==> src/rtl/cpu8_pkg.sv <==
// Shared types and default widths for the 8-bit computer.
package cpu8_pkg;

  localparam int CPU8_ADDR_W = 4;
  localparam int CPU8_DATA_W = 8;

  typedef enum logic [3:0] {
    OP_LDA, OP_LDB, OP_LDO, OP_STA,
    OP_STB, OP_STI, OP_ADD, OP_SUB,
    OP_INC, OP_DEC, OP_AND, OP_OR,
    OP_XOR, OP_NOT, OP_JMP, OP_HLT
  } opcode_e;

  typedef enum logic [1:0] {
    S_FETCH, S_EXEC, S_WAIT_IN, S_HALT
  } state_e;

endpackage

==> src/rtl/cpu8_alu.sv <==
// Combinational ALU: result, carry/borrow and zero for the ALU opcodes.
module cpu8_alu
  import cpu8_pkg::*;
#(
  parameter int DATA_W = CPU8_DATA_W
) (
  input  logic [DATA_W-1:0] a_i,
  input  logic [DATA_W-1:0] b_i,
  input  opcode_e           op_i,
  output logic [DATA_W-1:0] res_o,
  output logic              c_o,
  output logic              z_o
);

  localparam logic [DATA_W:0] ONE = {{DATA_W{1'b0}}, 1'b1};

  logic [DATA_W:0] wide;

  // Top bit of the widened result is carry for add, borrow for subtract
  always_comb begin
    wide = {1'b0, a_i};
    unique case (op_i)
      OP_ADD:  wide = {1'b0, a_i} + {1'b0, b_i};
      OP_SUB:  wide = {1'b0, a_i} - {1'b0, b_i};
      OP_INC:  wide = {1'b0, a_i} + ONE;
      OP_DEC:  wide = {1'b0, a_i} - ONE;
      OP_AND:  wide = {1'b0, a_i & b_i};
      OP_OR:   wide = {1'b0, a_i | b_i};
      OP_XOR:  wide = {1'b0, a_i ^ b_i};
      OP_NOT:  wide = {1'b0, ~a_i};
      default: wide = {1'b0, a_i};
    endcase
  end

  assign res_o = wide[DATA_W-1:0];
  assign c_o   = wide[DATA_W];
  assign z_o   = (res_o == '0);

endmodule

==> src/rtl/cpu8_control_unit.sv <==
// Fetch/execute sequencer: owns PC, IR, A, B, output reg and flags.
module cpu8_control_unit
  import cpu8_pkg::*;
#(
  parameter int ADDR_W = CPU8_ADDR_W,
  parameter int DATA_W = CPU8_DATA_W
) (
  input  logic              clk,
  input  logic              rst_n,
  output logic [ADDR_W-1:0] mem_addr,
  output logic              mem_rd_en,
  output logic              mem_wr_en,
  output logic [DATA_W-1:0] mem_wdata,
  input  logic [DATA_W-1:0] mem_rdata,
  input  logic [DATA_W-1:0] in_data,
  input  logic              in_valid,
  output logic              in_ready,
  output logic [DATA_W-1:0] out_data,
  output logic              out_valid,
  output logic [DATA_W-1:0] reg_a,
  output logic [DATA_W-1:0] reg_b,
  output logic              flag_z,
  output logic              flag_c,
  output logic              halted
);

  state_e            state_q, state_d;
  logic [ADDR_W-1:0] pc_q, pc_d;
  logic [DATA_W-1:0] ir_q, ir_d;
  logic [DATA_W-1:0] a_q, a_d;
  logic [DATA_W-1:0] b_q, b_d;
  logic [DATA_W-1:0] out_q, out_d;
  logic              z_q, z_d;
  logic              c_q, c_d;
  logic              ov_q, ov_d;

  logic [ADDR_W-1:0] addr_c;
  logic              rd_c, wr_c, rdy_c;
  logic [DATA_W-1:0] wdata_c;

  opcode_e           op;
  logic [ADDR_W-1:0] opnd;
  logic [DATA_W-1:0] alu_res;
  logic              alu_c, alu_z;

  assign op   = opcode_e'(ir_q[DATA_W-1 -: 4]);
  assign opnd = ir_q[ADDR_W-1:0];

  cpu8_alu #(.DATA_W(DATA_W)) u_alu (
    .a_i   (a_q),
    .b_i   (b_q),
    .op_i  (op),
    .res_o (alu_res),
    .c_o   (alu_c),
    .z_o   (alu_z)
  );

  always_ff @(posedge clk or negedge rst_n) begin
    if (!rst_n) begin
      state_q <= S_FETCH;
      pc_q    <= '0;
      ir_q    <= '0;
      a_q     <= '0;
      b_q     <= '0;
      out_q   <= '0;
      z_q     <= 1'b0;
      c_q     <= 1'b0;
      ov_q    <= 1'b0;
    end else begin
      state_q <= state_d;
      pc_q    <= pc_d;
      ir_q    <= ir_d;
      a_q     <= a_d;
      b_q     <= b_d;
      out_q   <= out_d;
      z_q     <= z_d;
      c_q     <= c_d;
      ov_q    <= ov_d;
    end
  end

  always_comb begin
    state_d = state_q;
    pc_d    = pc_q;
    ir_d    = ir_q;
    a_d     = a_q;
    b_d     = b_q;
    out_d   = out_q;
    z_d     = z_q;
    c_d     = c_q;
    ov_d    = 1'b0;
    addr_c  = '0;
    rd_c    = 1'b0;
    wr_c    = 1'b0;
    wdata_c = '0;
    rdy_c   = 1'b0;
    unique case (state_q)
      S_FETCH: begin
        addr_c  = pc_q;
        rd_c    = 1'b1;
        ir_d    = mem_rdata;
        pc_d    = pc_q + 1'b1;
        state_d = S_EXEC;
      end
      S_EXEC: begin
        state_d = S_FETCH;
        unique case (op)
          OP_LDA, OP_LDB, OP_LDO: begin
            addr_c = opnd;
            rd_c   = 1'b1;
            if (op == OP_LDA) a_d = mem_rdata;
            if (op == OP_LDB) b_d = mem_rdata;
            if (op == OP_LDO) begin
              out_d = mem_rdata;
              ov_d  = 1'b1;
            end
          end
          OP_STA, OP_STB: begin
            addr_c  = opnd;
            wr_c    = 1'b1;
            wdata_c = (op == OP_STA) ? a_q : b_q;
          end
          OP_STI: state_d = S_WAIT_IN;
          OP_ADD, OP_SUB, OP_INC, OP_DEC,
          OP_AND, OP_OR, OP_XOR, OP_NOT: begin
            a_d = alu_res;
            z_d = alu_z;
            c_d = alu_c;
          end
          OP_JMP: pc_d = opnd;
          OP_HLT: state_d = S_HALT;
        endcase
      end
      S_WAIT_IN: begin
        rdy_c = in_valid;
        if (in_valid) begin
          addr_c  = opnd;
          wr_c    = 1'b1;
          wdata_c = in_data;
          state_d = S_FETCH;
        end
      end
      S_HALT: state_d = S_HALT;
    endcase
  end

  // Bus strobes fall with rst_n itself, not at the next edge
  assign mem_addr  = rst_n ? addr_c : '0;
  assign mem_rd_en = rst_n & rd_c;
  assign mem_wr_en = rst_n & wr_c;
  assign mem_wdata = rst_n ? wdata_c : '0;
  assign in_ready  = rst_n & rdy_c;

  assign out_data  = out_q;
  assign out_valid = ov_q;
  assign reg_a     = a_q;
  assign reg_b     = b_q;
  assign flag_z    = z_q;
  assign flag_c    = c_q;
  assign halted    = (state_q == S_HALT);

endmodule

==> config.mk <==
export PLATFORM = sky130hd
export DESIGN_NAME = cpu8_control_unit
export DESIGN_NICKNAME = d
export VERILOG_FILES = /design/src/rtl/cpu8_pkg.sv /design/src/rtl/cpu8_alu.sv /design/src/rtl/cpu8_control_unit.sv
export SDC_FILE = /design/constraint.sdc
export NUM_CORES = 1
export LEC_CHECK = 0
export ABC_CLOCK_PERIOD_IN_PS = 4690
export BUFFER_PORTS_ARGS = -buffer_cell sky130_fd_sc_hd__buf_2
export CAP_MARGIN = 20
export CORE_MARGIN = 3
export CORE_UTILIZATION = 60
export DETAILED_ROUTE_END_ITERATION = 8
export PLACE_DENSITY = 0.94
export SYNTH_ARGS = -nofsm -noshare
export SYNTH_HDL_FRONTEND = slang
export SYNTH_SLANG_ARGS = --single-unit
==> constraint.sdc <==
create_clock -name clk -period 4.69 [get_ports clk]
set_input_delay 0.2345 -clock clk [delete_from_list [all_inputs] [get_ports clk]]
set_output_delay 0.2345 -clock clk [all_outputs]
set_load 0.02 [all_outputs]
[After elaboration in Yosys (flattened, before gate mapping)]
Cells that the tools add are included.
Word-level totals
  bits in registers: 41
Cells by class
  add/subtract/negate cells: 5
  equal/unequal tests: 21
  reduce and logical (&&, ||, !) cells: 14
  bitwise logic cells: 7
  multiplexer cells: 26
Operators by type and width (count)
  9-bit one-hot mux with 8 select lines: 1
  8-bit two-way mux: 5
  4-bit == test (second input constant): 8
  8-bit one-hot mux with 2 select lines: 2
  4-bit by 3-bit == test with 1-bit output (second input constant): 4
  4-bit two-way mux: 4
  4-bit one-hot mux with 3 select lines: 1
  8-bit by 1-bit adder with 9-bit output (second input constant): 1
  8-bit by 8-bit adder with 9-bit output: 1
  3-bit AND reduction: 3
  8-bit by 1-bit subtractor with 9-bit output (second input constant): 1
  8-bit by 8-bit subtractor with 9-bit output: 1
  8-bit bitwise AND: 1
  4-bit by 2-bit == test with 1-bit output (second input constant): 2
  8-bit logical NOT: 1
  8-bit NOT: 1
  8-bit OR: 1
  2-bit one-hot mux with 4 select lines: 1
  4-bit one-hot mux with 2 select lines: 1
  8-bit OR reduction: 1
  8-bit XOR: 1
  1-bit two-way mux: 7
  5-bit OR reduction: 1
  4-bit by 1-bit adder with 4-bit output (second input constant): 1
  other kinds (15): 22

[Depth between registers and ports, before layout]
Gate-level depths: netlist of run 1.
  depth in word-level cells: 5
  depth in mapped cells: 15
  gate-level depth less buffers: 15

[Hierarchy]
Synthesis of run 1 repeated with hierarchy kept, for this count alone.
Second synthesis, totals
  cell total of the unflattened synthesis: 472
  area total of the unflattened synthesis: 4179.0 µm²
Modules (own cells, without submodules)
  cpu8_control_unit: area each 2376.0 µm², instances 1, seq. area each 1026.0 µm², cells each 204
  cpu8_alu: area each 1803.0 µm², instances 1, seq. area each 0.0 µm², cells each 268

[Worst setup path after synthesis of run 1]
OpenSTA, ideal clock, no wires.
  path type: reg2reg
  start point: register ir_q[4]
  end point: register z_q (netlist: flag_z)
  stages on the path, launching flop included: 12
  library setup time: 0.092 ns
  data required time: 4.598 ns
  clock period less this slack: 3.175 ns
  setup slack: 1.515 ns
  arrival: 3.083 ns
  path buffers: 3
  path through: dfrtp_1 -> clkbuf_1 -> clkbuf_1 -> buf_1 -> a41oi_1 -> fa_1 -> a211oi_1 -> nor2_1 -> xnor2_1 -> o21ai_0 -> or4_1 -> o31ai_2
On the way
  cells in the longest elaborated chain, start to end: 3
  elaborated cells between the ends (all ways): 12
RTL lines
  from (decl): RTL line cpu8_control_unit.sv:29  | logic [DATA_W-1:0] ir_q, ir_d;
  from (signal assigned): RTL line cpu8_control_unit.sv:72  | ir_q <= ir_d;
  4-bit == test or 4-bit by 3-bit == test with 1-bit output (tied branches): RTL line cpu8_alu.sv:22, cpu8_control_unit.sv:107
  9-bit one-hot mux with 8 select lines or 8-bit OR reduction (tied branches): RTL line cpu8_alu.sv:22, cpu8_control_unit.sv:107
  8-bit logical NOT or 2-bit AND reduction (tied branches)
  to (signal assigned): RTL line cpu8_control_unit.sv:76  | z_q <= z_d;
  to (decl): RTL line cpu8_control_unit.sv:33  | logic z_q, z_d;
Several ways; a longest one is shown, not always the timed one.
A chain may end at the register's enable or synchronous reset.

[Worst setup path in the final report of run 1]
  start point: register b_q[0] (netlist: reg_b[0])
  end point: register a_q[7] (netlist: reg_a[7])
On the way
  cells in the longest elaborated chain, start to end: 3
  elaborated cells between the ends (all ways): 4
RTL lines
  from (decl): RTL line cpu8_control_unit.sv:31  | logic [DATA_W-1:0] b_q, b_d;
  from (signal assigned): RTL line cpu8_control_unit.sv:64  | b_q <= '0;
  from (signal assigned): RTL line cpu8_control_unit.sv:74  | b_q <= b_d;
  8-bit by 8-bit subtractor with 9-bit output or 8-bit by 8-bit adder with 9-bit output (tied branches): RTL line cpu8_alu.sv:24, cpu8_alu.sv:23
  9-bit one-hot mux with 8 select lines *: RTL line cpu8_alu.sv:22  | unique case (op_i)
  8-bit one-hot mux with 2 select lines *: RTL line cpu8_control_unit.sv:107  | unique case (op)
  to (signal assigned): RTL line cpu8_control_unit.sv:63  | a_q <= '0;
  to (signal assigned): RTL line cpu8_control_unit.sv:73  | a_q <= a_d;
  to (decl): RTL line cpu8_control_unit.sv:30  | logic [DATA_W-1:0] a_q, a_d;
Mark *: on every way between the ends. The rest lies on a longest branch, timed or not.

==> results of run 1 <==
flip-flops by register name, summed over array words and instances (netlist names):
name       flops
flag_c         1
flag_z         1
ir_q           8
out_data       8
out_valid      1
pc_q           4
reg_a          8
reg_b          8
state_q        2
through the flow:
step / worst slack (ns) / area [sq um] / util, % / instances
2_1_floorplan: 1.52 / 3480 / - / 440
3_3_place_gp: 1.23 / 3840 / 69.0 / 558
3_5_place_dp: 1.12 / 3840 / 69.0 / 558
4_1_cts: 1.09 / 3930 / 70.4 / 565
5_1_grt: 0.698 / 3930 / 70.4 / 565
6_report: 0.969 / 3930 / 70.4 / 565
logic make-up (layout without fill, tap and decap cells):
group | Yosys count | after routing | share of synthesized area, %
buffers and inverters | 49 | 102 | 5.40
muxes | 18 | 18 | 5.68
AOI/OAI and AO/OA | 126 | 126 | 23.6
DFF | 41 | 41 | 29.5
xor gates and xnor gates | 7 | 7 | 1.76
and+or+nand+nor | 168 | 168 | 22.7
adders and majority gates | 31 | 31 | 11.4
worst register-to-register path: cells and delay by family, from the launching register on:
kind                       cells  cell delay [ns]
and+or+nand+nor                6             1.17
AOI/OAI and AO/OA              5             1.03
adders and majority gates      2             0.62
DFF                            1             0.48
buffers and inverters          1             0.17
xor gates and xnor gates       1             0.11
synthesized netlist by cell type, types with 3 or more instances:
| cell | count | area (sq um) |
|---|---|---|
| buf_1 | 5 | 18.8 |
| nor3_1 | 13 | 65.1 |
| xnor2_1 | 6 | 52.6 |
| nor2_1 | 35 | 131 |
| a211oi_1 | 6 | 45.0 |
| ha_1 | 30 | 375 |
| nor2b_1 | 10 | 62.6 |
| nand2_1 | 65 | 244 |
| a221oi_1 | 8 | 70.1 |
| buf_2 | 3 | 15.0 |
| dfrtp_1 | 41 | 1030 |
| nand3_1 | 13 | 65.1 |
| and2_1 | 3 | 18.8 |
| o31ai_1 | 7 | 52.6 |
| inv_1 | 26 | 97.6 |
| o22ai_1 | 9 | 56.3 |
| nand4b_1 | 3 | 26.3 |
| clkbuf_1 | 14 | 52.6 |
| o21ai_0 | 32 | 160 |
| a22oi_1 | 7 | 52.6 |
| mux2_2 | 14 | 158 |
| nand2b_1 | 12 | 75.1 |
| a22o_1 | 8 | 70.1 |
| a21oi_1 | 31 | 155 |
| mux2i_1 | 4 | 40.0 |
final timing paths:
| check | startpoint | slack (ns) | endpoint | cells past startpoint |
|---|---|---|---|---|
| min in group clk | mem_rdata[1] | 0.21 | out_data[1] | 3 |
| hold / removal | rst_n | 0.02 | reg_a[0] | 2 |
| setup / recovery | reg_b[0] | 0.97 | reg_a[7] | 15 |
| max in group asynchronous | rst_n | 4.27 | reg_b[7] | 2 |
| setup reg to reg | reg_b[0] | 0.97 | reg_a[7] | 15 |
| hold reg to reg | out_data[7] | 0.48 | out_data[7] | 2 |
per-layer routing:
metal	vias to the layer above	GRT usage [%]	wire (um)
li1	1688	-	-
met4	0	11.1	265
met1	1745	41.9	4260
met5	-	0	0
met3	26	7.70	993
met2	223	50.6	4940
layout make-up:
class	count	area [sq um]
Clock buffer	6	72.6
Clock inverter	1	8.76
Fill cell	476	1650
Inverter	27	101
Multi-Input combinational cell	350	2270
Sequential cell	41	1030
Tap cell	72	90.1
Timing Repair Buffer	68	358
==> flow_summary.yaml, run 1 <==
run_status:
  status: "finished clean"
clock_network:
  post_cts_buffers: 0
  cts_hold_buffers: 0
  cts_inserted_buffers: 5
  cts_root_buf: "clkbuf_8"
  clk_pin_slew_worst_paths_ns: 0.08
  cts_resized: 0
  clock_latency_ns: 0.30
  cts_max_level: 2
  cts_tree: "built"
  clock_sinks: 41
  clock_path_buffers: 2
setup_path:
  crit_slowest_cell: "nor4_1"
  critPathBufInv: 1
  cp_cell_sequence: "inv_1, ha_1, nand2b_1, nor4_1, nor2_1, nor2_1, nor2_1, a211oi_1, ha_1, o21ai_0, nor2_1, o22ai_1, xnor2_1, a222oi_1, o21ai_0"
  cp-start-kind: "flip-flop"
  crit_top_cell: "nor2_1"
  cp-end-kind: "flip-flop"
  arrival_ns: 3.90
  required_ns: 4.87
  cp_max_fo: 7
  worstSetupPathType: "reg2reg"
  crit_family: "simple AND/OR/NAND/NOR gates"
  slowest_delay_ns: 0.68
floorplan:
  rows: 27
  fp.dieH_um: 82.1
  die_w_um: 82.1
  pin_count: 62
  core_area_sq_mm: 0.00557
  dieArea_sq_mm: 0.00675
  start_util_pct: 62.4
layout:
  drive_gt1_share_pct: 18.9
  area_delta_synth_final_pct: 12.9
  final_cell_mix: "nand2_1 (65), buf_2 (61), dfrtp_1 (41)"
  layout.nets: 543
  final_common_cell: "nand2_1"
  n_antenna_cell: 0
global_route:
  grt_max_degree: 46
  grt_util_all_layers_pct: 31.7
  antenna_found_initial: 0
  grt_overflow_total: 0
  grt_pass1_vias: 3203
  grt_pass1_wl_um: 16400
synthesis:
  syn_inst: 440
  synthArstFlopShare_pct: 100
  ys.flop_type: "dfrtp_1"
  netlist-cell-type-count: 52
  yosysSeqAreaShare_pct: 29.5
  syn_avg_cell_area_sq_um: 7.91
  synth.cell_area_sq_mm: 0.00348
  yosys_warnings: 0
  synth_edf_count: 0
  synthesis.nets: 490
  ys_ff_latch: 41
timing:
  finalHoldViolCount: 0
  slew_headroom_pct: 30.7
  rsz0062_at_grt: "false"
  maxSlewViolCount: 0
  worst_pin_slew_ns: 1.03
  finalCritPeriodShare_pct: 79.3
  final.min_clock_period_ns: 3.72
  tns_ns: 0
  fmax_mhz: 269
  clock_skew_ns: 0.00932
  holdWs_ns: 0.0208
  setup_viol: 0
route:
  vias_per_cell: 6.52
  drtIter0Drc: 506
  dr.pass1.iters: 5
  wl_per_cell_um: 18.5
  wl_um: 10500
  route.vias.total: 3682
  drc: 0
  drtAntennaViolNets: 0
place:
  place_congestion: 0.958
  port-buffer-count: 61
  dp.final_hpwl_um: 7660
flow_run:
  maxCapViolations: 0
worst_hold_path:
  worstHoldPathType: "in2async"
Power of run 1 is not shown: default switching activity piles up to over one toggle a cycle in this logic, so the estimate is an artifact.
==> run 2: changes to the inputs <==
--- a/config.mk
+++ b/config.mk
@@ -5,13 +5,13 @@
 export SDC_FILE = /design/constraint.sdc
 export NUM_CORES = 1
 export LEC_CHECK = 0
-export ABC_CLOCK_PERIOD_IN_PS = 4690
+export ABC_CLOCK_PERIOD_IN_PS = 3800
 export BUFFER_PORTS_ARGS = -buffer_cell sky130_fd_sc_hd__buf_2
 export CAP_MARGIN = 20
 export CORE_MARGIN = 3
-export CORE_UTILIZATION = 60
+export CORE_UTILIZATION = 57
 export DETAILED_ROUTE_END_ITERATION = 8
-export PLACE_DENSITY = 0.94
+export PLACE_DENSITY = 0.9
 export SYNTH_ARGS = -nofsm -noshare
 export SYNTH_HDL_FRONTEND = slang
 export SYNTH_SLANG_ARGS = --single-unit
==> constraint.sdc (replaced) <==
create_clock -name clk -period 3.8 [get_ports clk]
set_input_delay 0.19 -clock clk [delete_from_list [all_inputs] [get_ports clk]]
set_output_delay 0.19 -clock clk [all_outputs]
set_load 0.02 [all_outputs]
==> run 2 against run 1 <==
Effect of this change:
- non-clock buffer count increased by 8
- clock skew about the same
- critical endpoint is now flag_z
- flip-flop and latch count unchanged
- routed wire length is 0.74% higher
- first-iteration DRC count down 17%
- setup slack worse by 0.56 ns
- global-route usage is 1.4 points lower
- highest routed layer unchanged
- count of clock-buffer cells in the layout fell by 1
- cell area increased by 2.3%
==> flow_summary.yaml, run 2 (synthesized netlist as in run 1, its figures left out) <==
run_status:
  status: "finished clean"
timing:
  clock_skew_ns: 0.00939
  tns_ns: 0
  slew_headroom_pct: 39.1
  finalHoldViolCount: 0
  fmax_mhz: 295
  fin_ws_ns: 0.405
  setup_viol: 0
  holdWs_ns: 0.137
  final.min_clock_period_ns: 3.40
  maxSlewViolCount: 0
  finalCritPeriodShare_pct: 89.3
  rsz0062_at_grt: "false"
  worst_pin_slew_ns: 0.907
layout:
  utilization_pct: 70.3
  drive_gt1_share_pct: 20.1
  area_delta_synth_final_pct: 15.4
  n_antenna_cell: 0
  final_common_cell: "nand2_1"
  layout.nets: 551
  final_cell_mix: "nand2_1 (65), buf_2 (62), dfrtp_1 (41)"
route:
  wl_um: 10500
  drtAntennaViolNets: 0
  drc: 0
  vias_per_cell: 6.29
  wl_per_cell_um: 18.4
  route.vias.total: 3609
  dr.pass1.iters: 5
  drtIter0Drc: 418
setup_path:
  arrival_ns: 3.62
  worstSetupPathType: "reg2reg"
  ff2ff_path_depth: 13
  required_ns: 4.02
  cp-end-kind: "flip-flop"
  cp-start-kind: "flip-flop"
  cp_max_fo: 12
flow_run:
  maxCapViolations: 0
global_route:
  antenna_found_initial: 0
  grt_max_degree: 31
  grt_overflow_total: 0
  grt_util_all_layers_pct: 30.3
  grt_pass1_vias: 3480
  grt_pass1_wl_um: 17300
worst_hold_path:
  whs_path_depth: 3
  worstHoldPathType: "in2reg"
clock_network:
  cts_root_buf: "clkbuf_8"
  cts_inserted_buffers: 5
  cts_max_level: 2
  clock_sinks: 41
  clock_latency_ns: 0.31
  clock_path_buffers: 2
  cts_resized: 0
  post_cts_buffers: 0
  cts_tree: "built"
  cts_hold_buffers: 1
  clk_pin_slew_worst_paths_ns: 0.09
floorplan:
  fp.dieH_um: 84.1
  start_util_pct: 60.9
  die_w_um: 84.1
  rows: 27
  dieArea_sq_mm: 0.00708
  pin_count: 62
  core_area_sq_mm: 0.00571
place:
  port-buffer-count: 61
  post-place-ws_ns: 0.546
  place_congestion: 1.03
  dp.final_hpwl_um: 7900
-- run 2: cell types whose count changed in the layout (fill, tap and decap cells not counted), sizes merged --
| cell | previous run | this run |
|---|---|---|
| buf | 68 | 75 |
| bufinv | 0 | 1 |
| clkinvlp | 0 | 1 |
| dlygate4sd3 | 0 | 1 |
| clkbuf | 6 | 5 |
-- run 2: cell type report --
| cell class | instances | area (sq um) |
|---|---|---|
| multi-input combinational | 350 | 2260 |
| fill | 494 | 1690 |
| sequential | 41 | 1030 |
| timing repair buffer | 76 | 418 |
| inverter | 27 | 101 |
| tap | 72 | 90.1 |
| clock buffer | 5 | 68.8 |
| clock inverter | 3 | 46.3 |
-- run 2: critical path, cell delays in order, from the launching register on --
cell and delay [ns]:
dfrtp_1 0.45, nor3b_1 0.17, buf_4 0.18, nor2_1 0.17, nand2_1 0.08, o21ai_0 0.10, a41oi_1 0.12, fa_1 0.50
a211oi_1 0.35, nor2_1 0.10, xnor2_1 0.16, o21ai_0 0.15, or4_1 0.51, o31ai_2 0.26
-- run 2: worst paths after layout --
kind / from / to / slack [ns]
min in group asynchronous: rst_n / reg_b[5] / 0.45
worst min-delay path: mem_rdata[7] / out_data[7] / 0.14
worst min register to register: out_data[0] / out_data[0] / 0.48
worst max-delay path: ir_q[7] / flag_z / 0.40
worst max register to register: ir_q[7] / flag_z / 0.40
max in group asynchronous: rst_n / out_data[2] / 2.64
-- run 2: routing by layer --
metal / up-vias / part of all wire (%) / GRT usage (%)
li1: 1699 / - / -
met1: 1711 / 43 / 41.2
met2: 171 / 46 / 47.3
met3: 28 / 8.3 / 6.22
met4: 0 / 3.3 / 12.1
met5: - / 0 / 0
-- run 2: stage by stage --
stage / std cells / cell area, sq um
detailed placement: 565 / 3890
CTS: 574 / 4020
global placement: 564 / 3880
floorplan: 440 / 3480
finish: 574 / 4020
global route: 574 / 4020
Power of run 2 is left out for the same reason.
==> run 3: changes to the inputs <==
==> constraint.sdc (replaced) <==
create_clock -name clk -period 3.8 [get_ports clk]
set_input_delay 0.76 -clock clk [delete_from_list [all_inputs] [get_ports clk]]
set_output_delay 0.76 -clock clk [all_outputs]
set_load 0.02 [all_outputs]
==> run 3 against run 2 <==
Effect of this change:
- via count rose by 1.4%
- critical endpoint unchanged
- routed wire length increased by 3.0%
- highest routed layer unchanged
- critical path depth unchanged
==> flow_summary.yaml, run 3 (synthesized netlist as in run 1, its figures left out) <==
run_status:
  status: "finished clean"
timing:
  clock_skew_ns: 0.0112
  setup_viol: 0
  maxSlewViolCount: 0
  fmax_mhz: 287
  slew_headroom_pct: 39.6
  final.min_clock_period_ns: 3.49
  tns_ns: 0
  finalHoldViolCount: 0
  worst_pin_slew_ns: 0.901
  rsz0062_at_grt: "false"
  finalCritPeriodShare_pct: 91.7
route:
  drtAntennaViolNets: 0
  drc: 0
  dr.pass1.iters: 7
  route.vias.total: 3661
  drtIter0Drc: 422
  vias_per_cell: 6.37
  wl_per_cell_um: 18.9
  wl_um: 10900
global_route:
  antenna_found_initial: 0
  grt_pass1_vias: 3345
  grt_overflow_total: 0
  grt_pass1_wl_um: 17400
  grt_util_all_layers_pct: 30.4
  grt_max_degree: 33
floorplan:
  start_util_pct: 60.9
  core_area_sq_mm: 0.00571
  rows: 27
  dieArea_sq_mm: 0.00708
  pin_count: 62
  fp.dieH_um: 84.1
  die_w_um: 84.1
setup_path:
  cp-start-kind: "flip-flop"
  r2r_start: "ir_q[7]"
  slowest_delay_ns: 0.72
  required_ns: 4.01
  worstSetupPathType: "reg2reg"
  cp_cell_sequence: "nor3b_1, buf_4, nor2_1, buf_4, nand2_1, o21ai_0, a41oi_1, ha_1, nor2_1, a21oi_1, o31ai_1, or4_1, o31ai_2"
  cp-end-kind: "flip-flop"
  worstSetupStartpoint: "ir_q[7]"
  arrival_ns: 3.70
  crit_slowest_cell: "dfrtp_1"
  cp_max_fo: 17
clock_network:
  cts_max_level: 2
  cts_resized: 0
  post_cts_buffers: 0
  cts_tree: "built"
  clock_latency_ns: 0.30
  cts_root_buf: "clkbuf_8"
  clk_pin_slew_worst_paths_ns: 0.10
  cts_inserted_buffers: 5
  cts_hold_buffers: 0
  clock_path_buffers: 2
  clock_sinks: 41
layout:
  drive_gt1_share_pct: 20.7
  layout.nets: 552
  final_cell_mix: "nand2_1 (65), buf_2 (61), dfrtp_1 (41)"
  final_common_cell: "nand2_1"
  utilization_pct: 70.9
  area_delta_synth_final_pct: 16.4
  n_fill_cell: 443
  n_antenna_cell: 0
place:
  place_congestion: 1.04
  port-buffer-count: 61
  dp.final_hpwl_um: 8150
worst_hold_path:
  worstHoldPathType: "in2async"
flow_run:
  maxCapViolations: 0
[run 3: cell count changes in the layout (fill, tap and decap cells not counted)]
cell,delta
o31ai_1,-1
dlygate4sd3_1,-1
clkinvlp_4,-1
buf_4,+3
buf_2,-1
inv_6,+1
clkinv_4,-1
bufinv_16,+1
o31ai_2,+1
[run 3: worst paths after layout]
path | endpoint | slack [ns] | depth (start not counted)
worst max-delay path | flag_z | 0.31 | 13
worst min-delay path | reg_b[1] | 0.37 | 1
worst max register to register | flag_z | 0.31 | 13
worst min register to register | out_data[0] | 0.48 | 2
max in group asynchronous | ir_q[4] | 2.58 | 3
min in group clk | out_data[0] | 0.48 | 2
[run 3: stage by stage]
| stage | hold WS (ns) | instance area, sq um | instances | worst slack (ns) |
|---|---|---|---|---|
| finish | 0.372 | 4050 | 575 | 0.314 |
| global route | 0.393 | 4050 | 575 | 0.0288 |
| CTS | 0.380 | 4050 | 575 | 0.354 |
| detailed placement | 0.462 | 3910 | 567 | 0.417 |
| global placement | 0.454 | 3910 | 567 | 0.455 |
| floorplan | 0.464 | 3480 | 440 | 0.625 |
[run 3: final cells by class]
class,instances,area [sq um],share of cell area (%)
Tap cell,72,90.1,2.22
Clock buffer,5,68.8,1.70
Clock inverter,3,68.8,1.70
Timing Repair Buffer,77,425,10.5
Multi-Input combinational cell,350,2270,56.0
Inverter,27,101,2.50
Sequential cell,41,1030,25.3
[run 3: per-layer routing]
layer	vias to the layer above	part of all wire, %	track usage, %
li1	1699	-	-
met1	1710	42	43.7
met2	221	44	45.8
met3	31	11	6.52
met4	0	3.1	9.06
met5	-	0	0
[run 3: worst max-delay path, delay by kind of cell, from the launching register on]
| family | cells | cell delay, ns |
|---|---|---|
| compound gates | 5 | 1.12 |
| simple gates | 5 | 0.96 |
| buf+inv | 2 | 0.38 |
| fa+ha+maj | 1 | 0.22 |
| flops | 1 | 0.72 |
Power of run 3 is left out for the same reason.
